**src/rtl/prio_enc_pkg.sv**
```systemverilog
// Shared constants and helpers for the priority-encoder request queue.
package prio_enc_pkg;
  localparam int MODE_FIXED = 0;
  localparam int MODE_RR    = 1;
  localparam int MAX_N      = 64;

  function automatic int clog2(input int n);
    int r;
    r = 0;
    for (int i = 0; i < 31; i++)
      if ((1 << i) < n) r = i + 1;
    return r;
  endfunction

  // Out-of-range indices yield an all-zero mask rather than wrapping.
  function automatic logic [MAX_N-1:0] onehot(input int idx, input int n);
    logic [MAX_N-1:0] r;
    r = '0;
    if (idx >= 0 && idx < n && idx < MAX_N) r[idx] = 1'b1;
    return r;
  endfunction
endpackage

```
**src/rtl/prio_find.sv**
```systemverilog
// Find-first-set over N bits, searching upward from start and wrapping at N.
module prio_find #(
  parameter int N = 4,
  parameter int W = 2
) (
  input  logic [N-1:0] vec,
  input  logic [W-1:0] start,
  output logic         found,
  output logic [W-1:0] idx
);
  int p;

  // Walk the offsets from farthest to nearest so the nearest set bit wins.
  always_comb begin
    found = |vec;
    idx   = '0;
    p     = 0;
    for (int k = N - 1; k >= 0; k--) begin
      p = int'(start) + k;
      if (p >= N) p = p - N;
      if (vec[p]) idx = W'(p);
    end
  end
endmodule

```
**src/rtl/prio_enc_queue.sv**
```systemverilog
// Captures N request lines into a pending set and issues one index per slot on a
// valid/ready port, using fixed-priority or round-robin selection.
module prio_enc_queue
  import prio_enc_pkg::*;
#(
  parameter  int N    = 4,
  parameter  int MODE = MODE_FIXED,
  localparam int W    = clog2(N)
) (
  input  logic         clk,
  input  logic         rst,
  input  logic         en,
  input  logic [N-1:0] req,
  output logic         out_valid,
  input  logic         out_ready,
  output logic [W-1:0] out_idx,
  output logic [N-1:0] pend,
  output logic         overrun
);
  logic [N-1:0]     pend_q, pend_d;
  logic             out_valid_q, out_valid_d;
  logic [W-1:0]     out_idx_q, out_idx_d;
  logic             overrun_q, overrun_d;
  logic [W-1:0]     rr_ptr_q, rr_ptr_d;
  logic [W-1:0]     start, sel;
  logic             found, slot;
  logic [MAX_N-1:0] oh;
  logic [N-1:0]     grant_mask;

  assign start = (MODE == MODE_RR) ? rr_ptr_q : '0;

  prio_find #(.N(N), .W(W)) u_find (
    .vec   (pend_q),
    .start (start),
    .found (found),
    .idx   (sel)
  );

  always_comb begin
    slot       = en & found & (~out_valid_q | out_ready);
    oh         = onehot(int'(sel), N);
    grant_mask = slot ? oh[N-1:0] : '0;
    // A req on the bit granted this cycle survives the clear as a fresh request.
    pend_d      = (pend_q & ~grant_mask) | (en ? req : '0);
    overrun_d   = en & (|(req & pend_q & ~grant_mask));
    out_valid_d = out_valid_q;
    out_idx_d   = out_idx_q;
    rr_ptr_d    = rr_ptr_q;
    if (slot) begin
      out_valid_d = 1'b1;
      out_idx_d   = sel;
      rr_ptr_d    = (sel == W'(N - 1)) ? '0 : sel + W'(1);
    end else if (out_valid_q & out_ready) begin
      out_valid_d = 1'b0;
    end
  end

  always_ff @(posedge clk or posedge rst) begin
    if (rst) begin
      pend_q      <= '0;
      out_valid_q <= 1'b0;
      out_idx_q   <= '0;
      overrun_q   <= 1'b0;
      rr_ptr_q    <= '0;
    end else begin
      pend_q      <= pend_d;
      out_valid_q <= out_valid_d;
      out_idx_q   <= out_idx_d;
      overrun_q   <= overrun_d;
      rr_ptr_q    <= rr_ptr_d;
    end
  end

  assign out_valid = out_valid_q;
  assign out_idx   = out_idx_q;
  assign pend      = pend_q;
  assign overrun   = overrun_q;
endmodule

```
**config.mk**
```make
export PLATFORM = sky130hd
export DESIGN_NAME = prio_enc_queue
export DESIGN_NICKNAME = d
export VERILOG_FILES = /design/src/rtl/prio_enc_pkg.sv /design/src/rtl/prio_find.sv /design/src/rtl/prio_enc_queue.sv
export SDC_FILE = /design/constraint.sdc
export NUM_CORES = 1
export LEC_CHECK = 0
export ABC_AREA = 1
export CAP_MARGIN = 10
export CORE_AREA = 5 5 42 44
export CTS_CLUSTER_SIZE = 25
export DETAILED_ROUTE_END_ITERATION = 8
export DIE_AREA = 0 0 47 49
export PLACE_DENSITY = 0.59
export SLEW_MARGIN = 30
export SYNTH_ARGS = -nofsm -noshare
export SYNTH_HDL_FRONTEND = slang
export SYNTH_SLANG_ARGS = --single-unit
```
**constraint.sdc**
```tcl
create_clock -name clk -period 2.2 [get_ports clk]
set_input_delay 0.22 -clock clk [delete_from_list [all_inputs] [get_ports clk]]
set_output_delay 0.22 -clock clk [all_outputs]
set_load 0.005 [all_outputs]
```
==> run_results.csv <==
group,metric,value,unit
routing,antenna_left,0,
grt,antenna_found_initial,0,
placement,dp.final_hpwl,703,µm
critical_path,cp-end-kind,"output pin",
critical_path,arrival,1240,ps
synth,syn_nets,62,
critical_path,cp_cell_sequence,"clkdlybuf4s50_1",
critical_path,critPathTopFamily,"buffers and inverters",
clock_network,clockBufferDepth,2,
sta,timing.fmax,0.687,GHz
synth,synth_area_leaders,"dfrtp_1, nand2_1, inv_1, a22o_1, nor2_1",
routing,drtIter0Drc,5,
synth,synth-seq-cells,8,
clock_network,worst_skew_pair.late_latency,250,ps
clock_network,clk_pin_slew,60,ps
clock_network,cts_sinks,8,
sta,fin_crit,1460,ps
floorplan,fp-row-count,14,
sta,hold_viol_final,0,
clock_network,post_cts_resized,0,
grt,grtUsageTotal,9.90,%
critical_path,cp.buffers_inverters,1,
power_and_ir_drop,powerDensity,694,nW/µm²
floorplan,pin_count,16,
power_and_ir_drop,ir_drop,318,µV
routing,routed_wl,885,µm
grt,overflow,0,
sta,tightest_slew,341,ps
routing,via_per_inst,4.61,
min_path,hp-class,"primary input to asynchronous set/reset pin",
placement,dpl_cell_area,598,µm²
power_and_ir_drop,leakagePower,0.000319,µW
synth,synth.avg_cell_area,8.02,µm²
layout,fin_nets,81,
clock_network,cts_tree,"built",
critical_path,critical_path.max_stage_delay,540,ps
synth,synthCells,54,
flow_run,max_cap_viol_count,0,
floorplan,initial_core_util,30.9,%
critical_path,cp_slowest_cell,"clkdlybuf4s50_1",
placement,gp_congestion,0.724,
clock_network,holdBufCountCts,0,
sta,fin_tns_setup,0,ps
grt,grt_pass1_wl,1.57,mm
floorplan,core,1400,µm²
synth,synth_cell_types,14,
run_status,status,"completed",
placement,portBuffers,15,
layout,drive_gt1_share,9.86,%
grt,grt_pass1_vias,393,
routing,firstDrtPassIters,4,
sta,setup_violations,0,
sta,drv_slew,0,
synth,synth_top_area_cell,"dfrtp_1",
sta,relSlewSlack,77.2,%
routing,vias,401,
critical_path,critPathRequiredTime,1980,ps
synth,synth_area,433,µm²
critical_path,cp-start-kind,"flip-flop",
synth,synth_top_area_share,46.2,%
sta,timing.hold.ws,208,ps
synth,yosysSeqAreaShare,46.2,%
critical_path,path_class,"flip-flop to output pin",
clock_network,cts_root_buffer,"clkbuf_4",
layout,syn2layout_area_growth,43.4,%
floorplan,fp.dieH,49,µm
clock_network,post-cts-setup-buffers,0,
clock_network,cts_buffers,3,
sta,skew,4.42,ps
grt,grt_max_degree,10,
sta,fin_crit_sh,66.2,%
floorplan,die_x,47,µm
critical_path,cp_max_fo,6,
synth,yosysWarnings,0,
layout,diodes,0,
layout,fillers,156,
routing,drc,0,
floorplan,dieArea,2300,µm²
sta,rsz0062_at_grt,"false",
clock_network,h-tree-depth,1,
layout,stdcell_area,621,µm²
routing,post_drt_wl_per_cell,10.2,µm
[final timing paths]
kind                            startpoint  cells after the start  slack, ps         end
worst max-delay path               pend[3]                      1        740     pend[3]
worst min-delay path                   rst                      2        210     pend[2]
worst max register to register     pend[1]                      8       1020     overrun
worst min register to register  out_idx[1]                      2        490  out_idx[1]
max in group asynchronous              rst                      2       1750     pend[0]
min in group clk                out_idx[1]                      2        490  out_idx[1]
[power breakdown]
group | switching [µW] | leakage [µW] | total (µW) | internal (µW)
Clock | 50.5 | 0.0000138 | 113 | 62.5
Combinational | 51.0 | 0.000215 | 125 | 73.9
Sequential | 23.3 | 0.0000904 | 193 | 169
[final cells by class]
| type | count | area [µm²] | area share (%) |
|---|---|---|---|
| inverters | 9 | 33.8 | 5.44 |
| clock buffers | 3 | 22.5 | 3.63 |
| well taps | 16 | 20.0 | 3.23 |
| repair buffers | 15 | 150 | 24.2 |
| multi-input cells | 36 | 194 | 31.3 |
| flip-flops and latches | 8 | 200 | 32.3 |
[logic make-up after synthesis]
group / share of synthesized area (%)
buf+inv: 8.96
simple gates: 34.1
flops: 46.2
compound gates: 10.7
[state kept, by name, indices dropped and copies added, names as in the netlist]
register   count
out_idx        2
out_valid      1
overrun        1
pend           4
[synthesized netlist by cell type (all sizes together)]
cell,n
nand2,18
buf,1
nand3,2
a21oi,1
a22o,3
o31ai,2
nor2,7
dfrtp,8
nand4,3
inv,9
[through the flow]
step	util (%)	std cells	setup slack [ps]	total power (µW)
global route	44.3	87	692	464
global placement	42.7	84	738	324
floorplan	-	54	1140	253
CTS	44.3	87	724	439
detailed placement	42.7	84	727	323
finish	44.3	87	744	431
[per-layer routing]
metal | global-route usage [%] | wire [µm] | up-vias | share of wire [%]
met5 | 0 | 0 | - | 0
met3 | 1.11 | 66 | 2 | 7.5
li1 | - | - | 209 | -
met2 | 13.1 | 419 | 13 | 47
met4 | 11.1 | 16 | 0 | 1.8
met1 | 12.2 | 382 | 177 | 43
[cells in the final DEF (no fill, tap or decap)]
cell	count
nand2_1	16
clkdlybuf4s50_1	15
inv_1	9
dfrtp_1	8
nor2_1	6
nand4_1	3
a22o_1	3
clkbuf_4	3
o31ai_1	2
a21oi_1	1
nor2_2	1
nand2_2	1
nand2_4	1
nand3_4	1
nand3_1	1
Power figures use the tool's default switching activity.
